### src/rtl/direction_controller.sv
`default_nettype none
// ============================================================================
// Module      : direction_controller
// Description : Turns debounced player buttons into the one-hot direction
//               consumed by the per-frame position update stage. A requested
//               turn is buffered for BUFFER_TICKS frames and committed only at
//               a tile-aligned position when legal_moves allows it. Reversals
//               commit at any position. A MOVING/BLOCKED state tracks wall
//               stops.
// Ports       : clk, rst            - clock, synchronous active-high reset
//               frame_tick          - one-cycle pulse per frame; commits happen on it
//               btn[3:0]            - button levels [0]=left [1]=right [2]=up [3]=down
//               xpos, ypos [9:0]    - sprite position in pixels
//               legal_moves[3:0]    - per-direction legality, same bit order
//               curr_direction[3:0] - committed one-hot direction
//               queued_dir[3:0]     - pending request (one-hot or 0)
//               moving              - 1 = MOVING, 0 = BLOCKED
//               dir_changed         - pulse on the cycle after a direction change
// Revision    : 1.0 - initial release
// ============================================================================
module direction_controller #(
    parameter int unsigned TILE_BITS    = 3,
    parameter int unsigned BUFFER_TICKS = 16,
    parameter logic [3:0]  RESET_DIR    = 4'b0001
) (
    input  logic       clk,
    input  logic       rst,
    input  logic       frame_tick,
    input  logic [3:0] btn,
    input  logic [9:0] xpos,
    input  logic [9:0] ypos,
    input  logic [3:0] legal_moves,
    output logic [3:0] curr_direction,
    output logic [3:0] queued_dir,
    output logic       moving,
    output logic       dir_changed
);

    localparam logic [0:0] c_ST_BLOCKED = 1'b0;
    localparam logic [0:0] c_ST_MOVING  = 1'b1;
    localparam logic [7:0] c_AGE_LOAD   = 8'(BUFFER_TICKS);

    logic [0:0] r_state;
    logic [0:0] w_state_next;
    logic [3:0] r_curr;
    logic [3:0] r_queued;
    logic [7:0] r_age;
    logic       r_dir_changed;

    logic [3:0] w_req;
    logic       w_btn_any;
    logic       w_capture;
    logic       w_cancel;
    logic       w_aligned;
    logic [3:0] w_opposite;
    logic       w_rev;
    logic       w_qlegal;
    logic       w_curr_legal;
    logic       w_take;
    logic [7:0] w_age_dec;

    // Upper position bits only matter to the position stage.
    logic w_unused_bits;
    assign w_unused_bits = ^{xpos[9:TILE_BITS], ypos[9:TILE_BITS]};

    // Priority encode: left > right > up > down.
    always_comb begin
        w_req = 4'b0000;
        if (btn[0])      w_req = 4'b0001;
        else if (btn[1]) w_req = 4'b0010;
        else if (btn[2]) w_req = 4'b0100;
        else if (btn[3]) w_req = 4'b1000;
    end

    assign w_btn_any    = |btn;
    assign w_capture    = w_btn_any && (w_req != r_curr);
    assign w_cancel     = w_btn_any && (w_req == r_curr);
    assign w_aligned    = (xpos[TILE_BITS-1:0] == '0) && (ypos[TILE_BITS-1:0] == '0);
    // Swap left<->right and up<->down.
    assign w_opposite   = {r_curr[2], r_curr[3], r_curr[0], r_curr[1]};
    assign w_rev        = (r_queued != 4'b0000) && (r_queued == w_opposite);
    assign w_qlegal     = |(r_queued & legal_moves);
    assign w_curr_legal = |(r_curr & legal_moves);
    assign w_age_dec    = r_age - 8'd1;

    // State register
    always_ff @(posedge clk) begin
        if (rst) r_state <= c_ST_MOVING;
        else     r_state <= w_state_next;
    end

    // Next-state and commit decision
    always_comb begin
        w_state_next = r_state;
        w_take       = 1'b0;
        if (frame_tick) begin
            case (r_state)
                c_ST_MOVING: begin
                    if (w_rev && w_qlegal)              w_take = 1'b1;
                    else if (w_aligned && w_qlegal)     w_take = 1'b1;
                    else if (w_aligned && !w_curr_legal) w_state_next = c_ST_BLOCKED;
                end
                default: begin
                    if (w_qlegal) begin
                        w_take       = 1'b1;
                        w_state_next = c_ST_MOVING;
                    end else if (w_curr_legal) begin
                        w_state_next = c_ST_MOVING;
                    end
                end
            endcase
        end
    end

    // Outputs
    always_comb begin
        moving = (r_state == c_ST_MOVING);
    end

    // Direction, request buffer and age counter. A capture is applied last so
    // it wins over both the take's clear and ageing on the same cycle.
    always_ff @(posedge clk) begin
        if (rst) begin
            r_curr        <= RESET_DIR;
            r_queued      <= 4'b0000;
            r_age         <= 8'd0;
            r_dir_changed <= 1'b0;
        end else begin
            r_dir_changed <= w_take;
            if (w_take) begin
                r_curr   <= r_queued;
                r_queued <= 4'b0000;
                r_age    <= 8'd0;
            end else if (frame_tick && (r_queued != 4'b0000)) begin
                r_age <= w_age_dec;
                if (w_age_dec == 8'd0) r_queued <= 4'b0000;
            end
            if (w_capture) begin
                r_queued <= w_req;
                r_age    <= c_AGE_LOAD;
            end else if (w_cancel) begin
                r_queued <= 4'b0000;
            end
        end
    end

    assign curr_direction = r_curr;
    assign queued_dir     = r_queued;
    assign dir_changed    = r_dir_changed;

endmodule
`default_nettype wire

### config.mk
export PLATFORM = sky130hd
export DESIGN_NAME = direction_controller
export DESIGN_NICKNAME = d
export VERILOG_FILES = /design/src/rtl/direction_controller.sv
export SDC_FILE = /design/constraint.sdc
export NUM_CORES = 1
export LEC_CHECK = 0
export BUFFER_PORTS_ARGS = -buffer_cell sky130_fd_sc_hd__buf_2
export CAP_MARGIN = 0
export CELL_PAD_IN_SITES_DETAIL_PLACEMENT = 0
export CELL_PAD_IN_SITES_GLOBAL_PLACEMENT = 2
export CORE_UTILIZATION = 28
export DETAILED_ROUTE_END_ITERATION = 12
export GPL_ROUTABILITY_DRIVEN = 1
export PLACE_DENSITY = 0.82
export SYNTH_ARGS = -nofsm -noshare
export SYNTH_HDL_FRONTEND = slang
export SYNTH_SLANG_ARGS = --single-unit
### constraint.sdc
create_clock -name clk -period 2.8 [get_ports clk]
set_input_delay 0.84 -clock clk [delete_from_list [all_inputs] [get_ports clk]]
set_output_delay 0.84 -clock clk [all_outputs]
set_load 0.02 [all_outputs]
Word-level counts from Yosys, hierarchy flattened
Index checks and enable logic that the tools add are counted.

Register bits after elaboration: 18. Bits of input ports: 31. Output and inout port bits: 10. Word-level logic and storage cells: 56.

$add $sub $neg: 1. Equality and inequality tests: 3. Multiplexer cells: 23. Bitwise operators: 2. Reductions and logical operators: 21.

Operator list (number): two-way mux 4 bit (9); two-way mux 5 bit (3); nonzero test 4 bit (3); OR reduction 4 bit (3); two-way mux 1 bit (11); AND 4 bit (2); == test 4 bit (2); logical AND 1 bit (8); logical NOT 8 bit (1); subtractor 8 x 1 -> 8 bit, second input constant (1); logical NOT 3 bit (2); inequality test 4 bit (1); nonzero test 3 bit (1); OR reduction 3 bit (1); AND reduction 2 bit (1); logical NOT 1 bit (1).

Longest topological paths before layout
Depth after elaboration: 10. Depth in mapped cells: 8. Mapped depth without buffers: 7.

Worst setup path before layout
No wires, ideal clock.

Path kind: input port to flip-flop. From: input xpos[1]. To: register r_queued[0], in the netlist queued_dir[0]. Setup time: 0.117 ns. Arrival: 2.132 ns. Required time: 2.683 ns. Path slack: 0.551 ns. Stages: 5. Buffers on the path: 0. Cells stage by stage: or4_4 o31ai_4 a22oi_4 o2111a_2 a22o_1.

Longest elaborated chain between the ends: 10. Elaborated cells between the ends (all ways): 13. Classes of those cells: 7 x mux; 6 x reduce/logical.

Ends and longest elaborated chain: start: declaration (RTL line 30) `input logic [9:0] xpos,`; logical NOT 3 bit * (RTL line 78) `assign w_aligned = (xpos[TILE_BITS-1:0] == '0) && (ypos[TILE_BITS-1:0] == '0);`; logical AND 1 bit * (RTL line 78); logical AND 1 bit * (RTL line 100) `else if (w_aligned && w_qlegal) w_take = 1'b1;`; two-way mux 1 bit * (RTL line 100); two-way mux 1 bit * (RTL line 99) `if (w_rev && w_qlegal) w_take = 1'b1;`; two-way mux 1 bit * (RTL line 97) `case (r_state)`; two-way mux 1 bit * (RTL line 96) `if (frame_tick) begin`; two-way mux 4 bit (RTL line 130) `if (w_take) begin`; two-way mux 4 bit (RTL line 141) `end else if (w_cancel) begin`; two-way mux 4 bit (RTL line 138) `if (w_capture) begin`; end signal: assignment (RTL line 139) `r_queued <= w_req;`; end: declaration (RTL line 46) `logic [3:0] r_queued;`.

Every way passes the cells marked *; elsewhere a longest branch is shown, timed or not. A chain may end at the register's enable or synchronous reset.

Final worst setup path
From: register r_age[0]. To: register r_queued[0], in the netlist queued_dir[0].

Longest elaborated chain between the ends: 4.

Ends and longest elaborated chain: start: declaration (RTL line 47) `logic [7:0] r_age;`; start signal: assignment (RTL line 135) `r_age <= w_age_dec;`; start signal: assignment (RTL line 140) `r_age <= c_AGE_LOAD;`; subtractor 8 x 1 -> 8 bit (RTL line 84) `assign w_age_dec = r_age - 8'd1;`; named net w_age_dec[0] (RTL line 60) `logic [7:0] w_age_dec;`; logical NOT 8 bit (RTL line 136) `if (w_age_dec == 8'd0) r_queued <= 4'b0000;`; nonzero test 4 bit (no line); AND reduction 2 bit (no line).

The timed path passes the listed nets, and every way through them passes these cells.

==> metrics.log <==
INFO  metric grt_overflow = 0
INFO  metric hold_path_class = flip-flop to flip-flop
INFO  metric timing.critical_path.required = 2.95 ns
INFO  metric dominantRegCellSynth = dfxtp_1
INFO  metric seq_area_frac_synth = 31.7%
INFO  metric syn_to_final_growth = 19.8%
INFO  metric finalWorstPathRequiredPeriod = 2.13 ns
INFO  metric dpl_worst_slack = 0.418 ns
INFO  metric final_cell_mix = 26 x buf_2, 18 x dfxtp_1, 17 x nor2_1
INFO  metric cts_tree = yes
INFO  metric synth.cell_area = 1140 um2
INFO  metric cap_viol_max_count = 0
INFO  metric critPathArrivalTime = 2.28 ns
INFO  metric setup_violations = 0
INFO  metric fillCellCount = 399
INFO  metric syn_avg_cell_area = 9.25 um2
INFO  metric antenna_left = 0
INFO  metric initial_utilization = 30.2%
INFO  metric nature_of_the_critical_path_startpoint = flip-flop
INFO  metric cts_buffers = 3
INFO  metric power.density = 424 nW/um2
INFO  metric ctsRootBufferMaster = clkbuf_8
INFO  metric overall_die_height = 65.7 um
INFO  metric post_synth_num_cell_types = 49
INFO  metric critical_path.max_stage_delay = 0.50 ns
INFO  metric detailedPlacementHpwl = 1.96 mm
INFO  metric share_seq_of_total_power = 47.4%
INFO  metric core-area = 3770 um2
INFO  metric floorplan.die.width = 65.7 um
INFO  metric fin_nets = 185
INFO  metric muxShareOfSynthArea = 3.52%
INFO  metric fin_crit_sh = 76.0%
INFO  metric post_cts_hold_buffer_count = 0
INFO  metric synth-warning-count = 0
INFO  metric die_area = 4320 um2
INFO  metric critPathMaxFanout = 8
INFO  metric drt_iter0_drc = 34
INFO  metric drt_pre_antenna_iters = 4
INFO  metric unrepaired_setup_endpoints_after_global_routing = false
INFO  metric vdd_drop_max = 0.302 mV
INFO  metric report.power.total = 0.578 mW
INFO  metric post_synth_inst_count = 123
INFO  metric drive_gt1_share = 28.5%
INFO  metric post_route_skew = 0.00222 ns
INFO  metric grt_first_pass_wirelength = 4.49 mm
INFO  metric finalHoldViolations = 0
INFO  metric slew_headroom = 72.9%
INFO  metric overall_track_demand_over_capacity_in_global_routing = 13.1%
INFO  metric cts_max_path_buffers = 2
INFO  metric num_io_pins = 41
INFO  metric crit_path_top_delay_cell = dfxtp_1
INFO  metric maximum_number_of_pins_on_one_net_before_global_route_repair = 11
INFO  metric synth.net_count = 156
INFO  metric via_count = 1009
INFO  metric routabilityCongestion = 0.798
INFO  metric antenna-diode-count = 0
INFO  metric switchingPower = 0.150 mW
INFO  metric leakage = 0.603 nW
INFO  metric post_drt_wl_per_cell = 12.9 um
INFO  metric synth_compound_gate_area_share = 23.5%
INFO  metric synth_async_sr_flop_share = 0%
INFO  metric share_clk_of_total_power = 37.1%
INFO  metric max_freq = 470 MHz
INFO  metric remaining_drc_errors = 0
INFO  metric post_synth_edffs = 0
INFO  metric run_status = complete, no violations
INFO  metric p_comb_share = 15.5%
INFO  metric timing.setup.tns = 0 ns
INFO  metric switching_share = 25.9%
INFO  metric utilization_after_layout = 36.1%
INFO  metric routed_wl = 2.56 mm
INFO  metric worstPathCellList = inv_1 -> ha_1 -> o41ai_1 -> o2111ai_1 -> o2111a_2 -> a22o_1
INFO  metric worstMarginPinSlew = 0.400 ns
INFO  metric port_buffers = 26
INFO  metric path_clk_slew = 0.07 ns
INFO  metric synth_simple_gate_area_share = 23.9%
INFO  metric first_global_vias = 980
INFO  metric core.rowCount = 22
INFO  metric htree_num_levels = 1
INFO  metric worstSkewPairLatency = 0.25 ns
INFO  metric finalMaxSlewViolations = 0
INFO  metric synth_top_family_by_area = simple AND/OR/NAND/NOR gates
INFO  metric post_cts.resized_instances = 0
INFO  metric post_cts_buffers = 0
INFO  metric ys_ff_latch = 18
INFO  metric post_synth_fa_ha_maj_area_fraction = 2.20%
INFO  metric timing.critical_path.to_type = flip-flop
INFO  metric number_of_antenna_violations_at_the_first_check_in_global_routing = 0
INFO  metric critical_path_class = flip-flop to flip-flop
INFO  metric post_drt_via_cell_ratio = 5.07
INFO  metric setup_slack = 0.671 ns
INFO  metric p_int = 0.428 mW
INFO  metric cts_num_sinks = 18
INFO  metric synth_xor_xnor_area_share = 10.8%
INFO  metric cp_num_buf_inv = 1
INFO  metric layout.cells.most_common = buf_2
INFO  metric critical-path-top-delay-family = compound AO/OA/AOI/OAI gates
## per-layer routing
layer	GRT usage (%)	share of wire, %	vias up
met3	3.13	2.8	2
met5	0	0	-
met1	16.1	46	479
li1	-	-	514
met4	1.63	0.23	0
met2	23.5	51	14
## stage by stage
stage / std cells / cell area [um2] / hold WS, ns
after floorplan: 123 / 1140 / 0.493
after global placement: 195 / 1310 / 0.518
after detailed placement: 195 / 1310 / 0.544
after CTS: 199 / 1360 / 0.555
after global routing: 199 / 1360 / 0.586
final: 199 / 1360 / 0.553
## cells in the mapped netlist (2+ instances only)
cell type | number | area [um2]
a22oi_1 | 3 | 22.5
a22o_1 | 2 | 17.5
xnor2_1 | 5 | 43.8
mux2i_1 | 4 | 40.0
nor3_1 | 2 | 10.0
dfxtp_1 | 18 | 360
nand3_1 | 4 | 20.0
nor2_1 | 17 | 63.8
o41ai_1 | 2 | 17.5
o21a_1 | 2 | 15.0
xor2_1 | 9 | 78.8
a32o_2 | 2 | 22.5
nor4_2 | 2 | 25.0
ha_1 | 2 | 25.0
a21oi_1 | 2 | 10.0
inv_1 | 4 | 15.0
nand2_1 | 10 | 37.5
buf_2 | 2 | 10.0
## flip-flops by register name, indices dropped and copies added (netlist names)
signal,count
curr_direction,4
dir_changed,1
moving,1
queued_dir,4
r_age,8
## worst paths after layout
kind	start	to	slack, ns	cells past startpoint
hold / removal	queued_dir[3]$_SDFFE_PP0P_	queued_dir[3]$_SDFFE_PP0P_	0.55	1
hold reg to reg	queued_dir[3]$_SDFFE_PP0P_	queued_dir[3]$_SDFFE_PP0P_	0.55	1
setup reg to reg	r_age[0]$_SDFFE_PP0P_	queued_dir[0]$_SDFFE_PP0P_	0.67	6
setup / recovery	r_age[0]$_SDFFE_PP0P_	queued_dir[0]$_SDFFE_PP0P_	0.67	6
## power groups by stage
stage	logic, mW	registers (mW)	clock network (mW)
2_1_floorplan	0.0610	0.279	0
3_3_place_gp	0.0886	0.279	0
3_5_place_dp	0.0901	0.280	0
4_1_cts	0.0907	0.274	0.221
5_1_grt	0.102	0.275	0.228
6_report	0.0898	0.274	0.214
## kinds of logic (layout without fill, tap and decap cells)
family | after synthesis | count (layout)
xor gates and xnor gates | 14 | 14
and+or+nand+nor | 48 | 48
buffers and inverters | 8 | 36
muxes | 4 | 4
AOI/OAI and AO/OA | 29 | 29
DFF | 18 | 18
adders and majority gates | 2 | 2
## worst register-to-register path: cells and delay by family (launching register included)
family	cells	cell delay (ns)
adders and majority gates	1	0.29
AOI/OAI and AO/OA	4	1.15
DFF	1	0.50
buffers and inverters	1	0.08
## layout make-up
class	instances	area (um2)	share of cell area, %
Clock buffer	4	55.1	4.04
Inverter	4	15.0	1.10
Multi-Input combinational cell	97	727	53.4
Sequential cell	18	360	26.4
Tap cell	48	60.1	4.41
Timing Repair Buffer	28	145	10.7
Power figures use the tool's default switching activity.
